<file path="config.mk">
export PLATFORM = sky130hd
export DESIGN_NAME = fifo_uart_tx
export DESIGN_NICKNAME = d
export VERILOG_FILES = /design/src/rtl/fifo_uart_tx_pkg.sv /design/src/rtl/bit_tick_counter.sv /design/src/rtl/fifo_uart_tx.sv
export SDC_FILE = /design/constraint.sdc
export NUM_CORES = 1
export LEC_CHECK = 0
export ABC_AREA = 1
export BUFFER_PORTS_ARGS = -buffer_cell sky130_fd_sc_hd__buf_2
export CORE_ASPECT_RATIO = 1.25
export CORE_MARGIN = 3
export CORE_UTILIZATION = 50
export CTS_CLUSTER_SIZE = 28
export DETAILED_ROUTE_END_ITERATION = 8
export PLACE_DENSITY = 0.76
export RECOVER_POWER = 25
export SETUP_SLACK_MARGIN = 0.1
export SLEW_MARGIN = 20
export SYNTH_ARGS = -nofsm -noshare
export SYNTH_HDL_FRONTEND = slang
export SYNTH_SLANG_ARGS = --single-unit
</file>
<file path="constraint.sdc">
create_clock -name Rclk -period 1.4 [get_ports Rclk]
set_input_delay 0.14 -clock Rclk [delete_from_list [all_inputs] [get_ports Rclk]]
set_output_delay 0.14 -clock Rclk [all_outputs]
set_load 0.1 [all_outputs]
</file>
<file path="src/rtl/fifo_uart_tx_pkg.sv">
// Shared definitions for the FIFO-fed UART transmitter: state encoding,
// parity-type constants and the parity helper.
package fifo_uart_tx_pkg;

  localparam logic [2:0] ST_IDLE   = 3'd0;
  localparam logic [2:0] ST_START  = 3'd1;
  localparam logic [2:0] ST_DATA   = 3'd2;
  localparam logic [2:0] ST_PARITY = 3'd3;
  localparam logic [2:0] ST_STOP   = 3'd4;

  typedef enum logic [2:0] {
    IDLE   = ST_IDLE,
    START  = ST_START,
    DATA   = ST_DATA,
    PARITY = ST_PARITY,
    STOP   = ST_STOP
  } state_e;

  localparam logic PAR_EVEN = 1'b0;
  localparam logic PAR_ODD  = 1'b1;

  // Even parity is the XOR-reduce of the payload; odd parity is its inverse.
  function automatic logic parity_bit(input logic data_xor, input logic par_typ);
    return data_xor ^ (par_typ == PAR_ODD);
  endfunction

endpackage

</file>
<file path="src/rtl/bit_tick_counter.sv">
// Per-bit cycle counter: runs while enabled, wraps at Clks_per_bit-1 and
// flags the last cycle of each serial bit.
module bit_tick_counter #(
  parameter int Clks_per_bit = 4
) (
  input  logic Rclk,
  input  logic Rrst,
  input  logic En,
  output logic Tick
);

  localparam int CW = (Clks_per_bit > 1) ? $clog2(Clks_per_bit) : 1;
  localparam logic [CW-1:0] LAST = CW'(Clks_per_bit - 1);

  logic [CW-1:0] cnt_q;
  logic [CW-1:0] cnt_d;

  // Next count: advance while enabled, wrap at the last cycle of the bit.
  always_comb begin
    cnt_d = {CW{1'b0}};
    if (En) begin
      if (cnt_q == LAST) begin
        cnt_d = {CW{1'b0}};
      end else begin
        cnt_d = cnt_q + CW'(1);
      end
    end else begin
      cnt_d = {CW{1'b0}};
    end
  end

  // Counter register.
  always_ff @(posedge Rclk or posedge Rrst) begin
    if (Rrst) begin
      cnt_q <= {CW{1'b0}};
    end else begin
      cnt_q <= cnt_d;
    end
  end

  assign Tick = En && (cnt_q == LAST);

endmodule

</file>
<file path="src/rtl/fifo_uart_tx.sv">
// Read-domain consumer of the async FIFO: pops one word per frame and
// serializes it as start, LSB-first data, optional parity and stop bits.
module fifo_uart_tx #(
  parameter int Data_width   = 8,
  parameter int Clks_per_bit = 4
) (
  input  logic                  Rclk,
  input  logic                  Rrst,
  input  logic                  Rempty,
  input  logic [Data_width-1:0] Rdata,
  input  logic                  Par_en,
  input  logic                  Par_typ,
  output logic                  Rinc,
  output logic                  Tx_out,
  output logic                  Busy
);
  import fifo_uart_tx_pkg::*;

  localparam int IW = (Data_width > 1) ? $clog2(Data_width) : 1;
  localparam logic [IW-1:0] LAST_IDX = IW'(Data_width - 1);

  state_e                state_q, state_d;
  logic [Data_width-1:0] shift_q, shift_d;
  logic [IW-1:0]         idx_q, idx_d;
  logic                  par_en_q, par_en_d;
  logic                  par_bit_q, par_bit_d;
  logic                  tx_q, tx_d;
  logic                  busy_q, busy_d;
  logic                  cnt_en_s;
  logic                  tick_s;

  assign cnt_en_s = (state_q != IDLE);

  bit_tick_counter #(
    .Clks_per_bit(Clks_per_bit)
  ) u_bit_tick (
    .Rclk (Rclk),
    .Rrst (Rrst),
    .En   (cnt_en_s),
    .Tick (tick_s)
  );

  // Gated by reset so no pop can escape while the block is held in reset.
  assign Rinc = (state_q == IDLE) && !Rempty && !Rrst;

  // Next-state, shift register and line value for the frame sequencer.
  always_comb begin
    state_d   = state_q;
    shift_d   = shift_q;
    idx_d     = idx_q;
    par_en_d  = par_en_q;
    par_bit_d = par_bit_q;
    tx_d      = tx_q;
    busy_d    = busy_q;
    case (state_q)
      IDLE: begin
        tx_d   = 1'b1;
        busy_d = 1'b0;
        if (Rinc) begin
          shift_d   = Rdata;
          par_en_d  = Par_en;
          par_bit_d = parity_bit(^Rdata, Par_typ);
          idx_d     = {IW{1'b0}};
          tx_d      = 1'b0;
          busy_d    = 1'b1;
          state_d   = START;
        end else begin
          state_d = IDLE;
        end
      end
      START: begin
        if (tick_s) begin
          tx_d    = shift_q[0];
          idx_d   = {IW{1'b0}};
          state_d = DATA;
        end else begin
          state_d = START;
        end
      end
      DATA: begin
        if (tick_s) begin
          if (idx_q == LAST_IDX) begin
            if (par_en_q) begin
              tx_d    = par_bit_q;
              state_d = PARITY;
            end else begin
              tx_d    = 1'b1;
              state_d = STOP;
            end
          end else begin
            idx_d   = idx_q + IW'(1);
            shift_d = {1'b0, shift_q[Data_width-1:1]};
            tx_d    = shift_q[1];
          end
        end else begin
          state_d = DATA;
        end
      end
      PARITY: begin
        if (tick_s) begin
          tx_d    = 1'b1;
          state_d = STOP;
        end else begin
          state_d = PARITY;
        end
      end
      STOP: begin
        if (tick_s) begin
          tx_d    = 1'b1;
          busy_d  = 1'b0;
          state_d = IDLE;
        end else begin
          state_d = STOP;
        end
      end
      default: begin
        tx_d    = 1'b1;
        busy_d  = 1'b0;
        state_d = IDLE;
      end
    endcase
  end

  // Sequencer registers; reset drops any partially sent byte.
  always_ff @(posedge Rclk or posedge Rrst) begin
    if (Rrst) begin
      state_q   <= IDLE;
      shift_q   <= {Data_width{1'b0}};
      idx_q     <= {IW{1'b0}};
      par_en_q  <= 1'b0;
      par_bit_q <= 1'b0;
      tx_q      <= 1'b1;
      busy_q    <= 1'b0;
    end else begin
      state_q   <= state_d;
      shift_q   <= shift_d;
      idx_q     <= idx_d;
      par_en_q  <= par_en_d;
      par_bit_q <= par_bit_d;
      tx_q      <= tx_d;
      busy_q    <= busy_d;
    end
  end

  assign Tx_out = tx_q;
  assign Busy   = busy_q;

endmodule

</file>
==> summary.txt, run 1 <==
Drt
  • First drt pass iteration count: 4
  • First DRT Iteration DRCs: 39
  • Met3 routed WL: 89 microns
  • Average routed wire per standard cell: 14.2 microns
  • Met2 WL post-DR: 1880 microns
  • Post-DRT Antenna Nets: 0
  • DR vias: 1176
  • Top layer in use: met4
  • Final Routed Wirelength: 3290 microns
  • Total DRC errors in the routed layout: 0
  • Drt via density: 5.07
  • Metal1 wirelength: 1240 microns

Power and ir drop
  • Post-layout power: 1.85 mW
  • Proportion of power drawn by the clock network: 16.5%
  • Fraction of power consumed by combinational cells: 42.2%
  • Static leakage power: 0.906 nW
  • Reported net switching power: 717 uW
  • Portion of total power attributed to sequential cells: 41.3%
  • Design internal power: 1.13 mW
  • Power per Cell Area: 1060 nW/um^2
  • Highest ir drop seen on vdd: 869 uV
  • Switching share of power: 38.8%

Timing
  • Shortest period the worst path allows: 1520 ps
  • Worst slack on hold paths: 57.8 ps
  • Period utilisation layout: 108%
  • Highest Clock Rate: 0.659 GHz
  • # setup viols final: 12
  • TNS Setup: -1000 ps
  • Fin Clk Skew: 15.2 ps
  • Unrepaired setup endpoints after global routing: yes
  • Worst Max-Slew Pin Slew: 507 ps
  • Number of failing hold endpoints at the final stage: 0
  • Relative slew slack: 66.2%
  • Number of pins with negative max-slew slack in the final report: 0
  • Post-route worst setup slack: -118 ps

Synth
  • Cells after Synth: 159
  • Share of Yosys cell area claimed by the top area cell type: 39.2%
  • Yosys reg bits: 20
  • Largest area contributor in the synthesized netlist: dfrtp_1
  • Mapped Area: 1210 sq um
  • Net count of the mapped netlist: 175
  • Average footprint of a synthesized cell: 7.63 sq um
  • Sequential-to-total area share from yosys stat: 41.3%
  • Post-synthesis async set-or-reset flop share: 100%
  • Count of yosys warnings during synthesis: 0
  • Number of flops mapped to enable cells by yosys: 0
  • Top cells by area, synth: dfrtp_1, nand2_1, inv_1
  • Distinct cell type count after synthesis: 29
  • Main synth FF type: dfrtp_1

Final layout
  • Post-layout instance area: 1740 sq um
  • Footprint of the multi-input gates: 733 sq um
  • Area growth from synthesis to layout: 43.1%
  • Final #Nets: 218
  • Sequential cell area in the final layout: 503 sq um
  • Number of diodes added for antenna fixing: 0
  • Share of cells above drive strength 1: 45.3%
  • FILL cells: 149

Global routing
  • Vias in the first global route: 1128
  • Final global-route overflow total: 0
  • Global-route wire length before repair: 4660 microns
  • Pin count of the biggest net entering global routing: 21
  • Antenna violations before repair: 0
  • Global routing usage summed across all routing layers: 20.3%

Hold path
  • Path category of the worst min-delay check: input pin to flip-flop
  • Worst hold path stage count: 3

Critical path
  • Worst EP required: 1260 ps
  • Sum of buffers and inverters on the critical path: 3
  • R2R setup slack: -100 ps
  • CP most frequent cell: nand2_4
  • Maximum fanout along the worst path: 3
  • Sequence of cells on the critical path: nor2_4 > nand2_4 > inv_4 > nand2_4 > clkinvlp_4 > buf_12
  • Family of cells with the greatest summed delay on the critical path: flip-flops
  • Largest stage delay on the critical path: 440 ps
  • Startpoint class of the critical path: flip-flop
  • Critical path depth in cells: 6
  • Cell type of the slowest stage on the worst timing path: dfrtp_1
  • Sort of element at the end of the critical path: primary output
  • Data arrival time at the worst-slack endpoint: 1380 ps
  • Category of the critical setup timing path: flip-flop to primary output
  • Cell depth of the worst flop-to-flop path: 7

CTS
  • Library cell used as clock root buffer: clkbuf_4
  • H-Tree Level Count: 1
  • Clock buffers created by TritonCTS: 3
  • Clock insertion delay at the later pin of the skew report: 320 ps
  • Clock Path Buffers: 2
  • TritonCTS clock tree: done
  • Clock transition time at the flip-flop clock pins of the worst setup and hold paths: 130 ps
  • Number of clock sinks seen by CTS: 20

Placement
  • Placer's final routability congestion estimate: 0.875
  • DPL Wire Length: 1970 microns
  • Instance area after placement: 1450 sq um
  • Number of buffers inserted by port buffering: 15

Die
  • Die area: 3060 sq um
  • Die width: 50.1 microns
  • Site row count: 19
  • Count of boundary I/O pins: 16
  • Starting utilization of the core area: 53.7%
  • Die Y: 61.1 microns
  • Core outline area: 2260 sq um

Flow run
  • Max-Cap Viols: 0

Outcome
  • Failing checks: setup timing
  • Result of the run: finished, violations left
[routing by layer]
layer  GRT usage [%]  vias up
li1                -      587
met1            20.2      553
met2            40.5       27
met3            2.18        9
met4            11.9        0
met5               0        -
[worst reg2reg max path: stages, from the launching register on]
cell	delay, ps
dfrtp_1	440
ha_4	200
inv_6	90
nor2_4	40
buf_4	130
o211ai_4	230
clkbuf_16	210
o21ai_2	50
[synth_stat cells, types with 2 or more instances]
library cell	instances
o21ai_2	8
nor3_1	5
o21ai_1	2
inv_1	20
dfrtp_1	19
nand2_4	2
o21ai_0	8
nand2_1	55
a21oi_1	3
nand4_1	2
ha_1	3
nand2_2	3
nand3_1	4
nor2_1	10
[cell families (layout without fill, tap and decap cells)]
| group | after synthesis | after routing | synth area share [%] |
|---|---|---|---|
| AOI/OAI and AO/OA | 26 | 26 | 15.4 |
| adders and majority gates | 3 | 3 | 3.09 |
| muxes | 1 | 1 | 0.825 |
| xor gates and xnor gates | 1 | 1 | 0.722 |
| and+or+nand+nor | 83 | 83 | 29.7 |
| buffers and inverters | 25 | 67 | 8.97 |
| DFF | 20 | 20 | 41.3 |
[what timing repair did]
action / CTS / global route
endpoints found under the hold margin: 19 / 0
pin swaps: 7 / 12
gates cloned: 0 / 1
resized for setup: 12 / 20
buffers inserted: 10 / 7
hold buffers: 1 / 0
endpoints found under the setup margin: 15 / 17
[final timing paths]
kind | from | end
setup / recovery | state_q[2]$_DFFE_PP0P_ | Rinc
hold / removal | Par_en | par_en_q$_DFFE_PP0P_
setup reg to reg | u_bit_tick.cnt_q[0]$_DFF_PP0_ | shift_q[1]$_DFFE_PP0P_
hold reg to reg | Tx_out$_DFFE_PP1P_ | Tx_out$_DFFE_PP1P_
max in group asynchronous | Rrst | Tx_out$_DFFE_PP1P_
min in group asynchronous | Rrst | par_bit_q$_DFFE_PP0P_
[cells in the final DEF (no fill, tap or decap), types with 2 or more instances in the layout]
cell type,n
dfrtp_1,18
buf_12,3
buf_2,13
nand4_1,2
buf_4,19
o21ai_0,6
o21ai_1,4
nor3_2,3
nand3_1,3
nor2_4,3
clkbuf_4,3
inv_1,15
a21oi_2,2
nor2_1,7
nand2_2,10
nand2_1,45
nor3_1,2
buf_6,3
nand2_4,5
ha_4,3
inv_2,4
o21ai_2,8
[per-stage QoR]
step / util, % / setup slack [ps] / std cells
after floorplan: - / -89.8 / 159
after global placement: 64.0 / 15.4 / 210
after detailed placement: 64.0 / -46.6 / 210
after CTS: 70.4 / -62.8 / 225
after global routing: 76.9 / -185 / 232
final: 76.9 / -118 / 232
[final cells by class]
class / instances / area share (%)
sequential: 20 / 29.0
multi-input combinational: 114 / 42.2
inverter: 22 / 5.40
timing repair buffer: 41 / 19.7
tap: 31 / 2.23
clock buffer: 4 / 1.51
[state kept, by name, summed over array words and instances, names as in the netlist]
register and cells:
Tx_out 1, idx_q 3, u_bit_tick.cnt_q 2, par_en_q 1, state_q 3, par_bit_q 1, shift_q 8, Busy 1
[power groups by stage]
| stage | registers (mW) | logic (mW) | clock network (mW) |
|---|---|---|---|
| floorplan | 0.818 | 0.368 | 0 |
| global placement | 0.752 | 0.590 | 0 |
| detailed placement | 0.756 | 0.610 | 0 |
| CTS | 0.749 | 0.680 | 0.294 |
| global route | 0.774 | 0.846 | 0.344 |
| finish | 0.763 | 0.779 | 0.304 |
(Power assumes the default switching activity.)
==> inputs of run 2 (changes only) <==
--- a/config.mk
+++ b/config.mk
@@ -13,4 +13,5 @@
 export CTS_CLUSTER_SIZE = 28
 export DETAILED_ROUTE_END_ITERATION = 8
+export MAX_ROUTING_LAYER = met4
 export PLACE_DENSITY = 0.76
 export RECOVER_POWER = 25
==> constraint.sdc (replaced) <==
create_clock -name Rclk -period 1.4 [get_ports Rclk]
set_input_delay 0.21 -clock Rclk [delete_from_list [all_inputs] [get_ports Rclk]]
set_output_delay 0.21 -clock Rclk [all_outputs]
set_load 0.1 [all_outputs]
==> run 2 against run 1 <==
The run still ends with setup timing left. Core utilization down 1.0 points. Sequential power is essentially flat. Die area unchanged. Non-clock buffer count shrank 3. Hold slack better by 100 ps. Combinational power down 4.0%. First-iteration DRC count fell by 51%. Clock power is 60% higher. Flip-flop and latch count did not move. Critical path type unchanged. Critical endpoint unchanged. Largest cell class unchanged. Highest routed layer unchanged.
==> summary.txt, run 2 (synthesized netlist as in run 1, its figures left out) <==
Global routing
  • Global routing usage summed across all routing layers: 21.5% (was 20.3%)
  • Final global-route overflow total: 0 (unchanged)
  • Global-route wire length before repair: 4750 microns (was 4660 microns)
  • Antenna violations before repair: 0 (unchanged)
  • Pin count of the biggest net entering global routing: 16 (was 21)
  • Vias in the first global route: 1162 (was 1128)

Final layout
  • Biggest registers after layout: shift_q x8, idx_q x3, state_q x3 (unchanged)
  • Most common library cell in the layout ignoring fill and taps: nand2_1 (unchanged)
  • Final std cells w/o fill: 229 (was 232)
  • Final #Nets: 215 (was 218)
  • Number of diodes added for antenna fixing: 0 (unchanged)
  • Share of cells above drive strength 1: 40.9% (was 45.3%)
  • Most frequent cells in the layout: nand2_1, dfrtp_1, buf_4 (was nand2_1, buf_4, dfrtp_1)
  • Area growth from synthesis to layout: 41.2% (was 43.1%)
  • Register ranked first by flip-flop count: shift_q (unchanged)
  • Flip-flop count of the largest register after layout: 8 (unchanged)

Drt
  • Met3 routed WL: 71 microns (was 89 microns)
  • Total DRC errors in the routed layout: 0 (unchanged)
  • Post-DRT Antenna Nets: 0 (unchanged)
  • Final Routed Wirelength: 3190 microns (was 3290 microns)
  • Metal1 wirelength: 1180 microns (was 1240 microns)
  • Average routed wire per standard cell: 13.9 microns (was 14.2 microns)
  • Met2 WL post-DR: 1820 microns (was 1880 microns)
  • Drt via density: 5.16 (was 5.07)
  • First DRT Iteration DRCs: 19 (was 39)
  • Top layer in use: met4 (unchanged)
  • First drt pass iteration count: 5 (was 4)
  • DR vias: 1181 (was 1176)

Outcome
  • Result of the run: finished, violations left (unchanged)
  • Failing checks: setup timing (unchanged)

Power and ir drop
  • Power per Cell Area: 1160 nW/um^2 (was 1060 nW/um^2)
  • Highest ir drop seen on vdd: 822 uV (was 869 uV)
  • Static leakage power: 0.904 nW (was 0.906 nW)

Timing
  • Number of pins with negative max-slew slack in the final report: 0 (unchanged)
  • # setup viols final: 15 (was 12)
  • Period utilisation layout: 110% (was 108%)
  • Worst Max-Slew Pin Slew: 462 ps (was 507 ps)
  • Highest Clock Rate: 0.651 GHz (was 0.659 GHz)
  • Fin Clk Skew: 6.13 ps (was 15.2 ps)
  • Shortest period the worst path allows: 1540 ps (was 1520 ps)
  • Post-route worst setup slack: -137 ps (was -118 ps)
  • Unrepaired setup endpoints after global routing: yes (unchanged)
  • Relative slew slack: 69.1% (was 66.2%)
  • Number of failing hold endpoints at the final stage: 0 (unchanged)

Die
  • Count of boundary I/O pins: 16 (unchanged)
  • Die Y: 61.1 microns (unchanged)
  • Die width: 50.1 microns (unchanged)
  • Die area: 3060 sq um (unchanged)
  • Core outline area: 2260 sq um (unchanged)
  • Site row count: 19 (unchanged)
  • Starting utilization of the core area: 53.7% (unchanged)

CTS
  • Clock buffers created by TritonCTS: 3 (unchanged)
  • Library cell used as clock root buffer: clkbuf_4 (unchanged)
  • Clock insertion delay at the later pin of the skew report: 310 ps (was 320 ps)
  • Number of clock sinks seen by CTS: 20 (unchanged)
  • H-Tree Level Count: 1 (unchanged)
  • Clock transition time at the flip-flop clock pins of the worst setup and hold paths: 120 ps (was 130 ps)
  • TritonCTS clock tree: done (unchanged)
  • Clock Path Buffers: 2 (unchanged)

Critical path
  • Sort of element at the end of the critical path: primary output (unchanged)
  • Startpoint class of the critical path: flip-flop (unchanged)
  • Category of the critical setup timing path: flip-flop to primary output (unchanged)
  • Maximum fanout along the worst path: 2 (was 3)
  • Worst EP required: 1190 ps (was 1260 ps)
  • Data arrival time at the worst-slack endpoint: 1330 ps (was 1380 ps)

Placement
  • Number of placed cells counting well taps: 211 (was 210)
  • Placer's final routability congestion estimate: 0.895 (was 0.875)
  • Worst slack at placement: -169 ps (was -46.6 ps)
  • DPL Wire Length: 2200 microns (was 1970 microns)
  • Number of buffers inserted by port buffering: 15 (unchanged)

Hold path
  • Path category of the worst min-delay check: input pin to flip-flop (unchanged)

Flow run
  • Max-Cap Viols: 0 (unchanged)
run 2: per-stage QoR:
stage	instance area (sq um)	util, %	setup TNS [ps]	hold slack [ps]	power (mW)
floorplan	1250	-	-152	173	1.19
global placement	1440	63.8	-473	224	1.32
detailed placement	1440	63.8	-1000	246	1.36
CTS	1620	71.6	-706	125	1.90
global route	1710	75.9	-2750	149	2.09
finish	1710	75.9	-1430	158	1.99
run 2: worst paths after layout:
| check | from | end | slack, ps | depth (start not counted) |
|---|---|---|---|---|
| setup / recovery | state_q[0]$_DFFE_PP0P_ | Rinc | -140 | 6 |
| hold / removal | Par_en | par_en_q$_DFFE_PP0P_ | 160 | 3 |
| setup reg to reg | idx_q[0]$_DFFE_PP0P_ | shift_q[3]$_DFFE_PP0P_ | -130 | 8 |
| hold reg to reg | u_bit_tick.cnt_q[0]$_DFF_PP0_ | u_bit_tick.cnt_q[0]$_DFF_PP0_ | 460 | 1 |
| max in group asynchronous | Rrst | shift_q[0]$_DFFE_PP0P_ | 430 | 4 |
| min in group asynchronous | Rrst | Busy$_DFFE_PP0P_ | 460 | 3 |
run 2: worst max-delay path: stages, from the launching register on:
cell	delay (ps)
dfrtp_1	430
nor2_4	130
nand2_2	80
inv_4	70
nand2_4	50
clkinvlp_4	90
buf_12	170
run 2: routing by layer:
layer,track usage [%],vias to the layer above
met1,21.0,560
li1,-,581
met2,39.0,28
met5,-,-
met4,17.0,0
met3,2.42,12
run 2: where the power goes:
| group | switching [mW] | internal, mW |
|---|---|---|
| clock | 0.196 | 0.289 |
| sequential | 0.0811 | 0.680 |
| combinational | 0.429 | 0.319 |
| total | 0.706 | 1.29 |
run 2: cell type report:
type / instances / area [sq um]
multi-input cells: 114 / 702
well taps: 31 / 38.8
repair buffers: 38 / 328
clock inverters: 1 / 30.0
clock buffers: 3 / 22.5
fillers: 173 / 544
flip-flops and latches: 20 / 502
inverters: 22 / 91.3
run 2: repair_timing:
item | CTS | global route
gates resized for setup | 12 | 13
hold buffers | 1 | 0
buffers inserted | 8 | 4
setup endpoints to repair | 18 | 18
gates cloned | 0 | 1
pin swaps | 9 | 11
endpoints found under the hold margin | 9 | 0
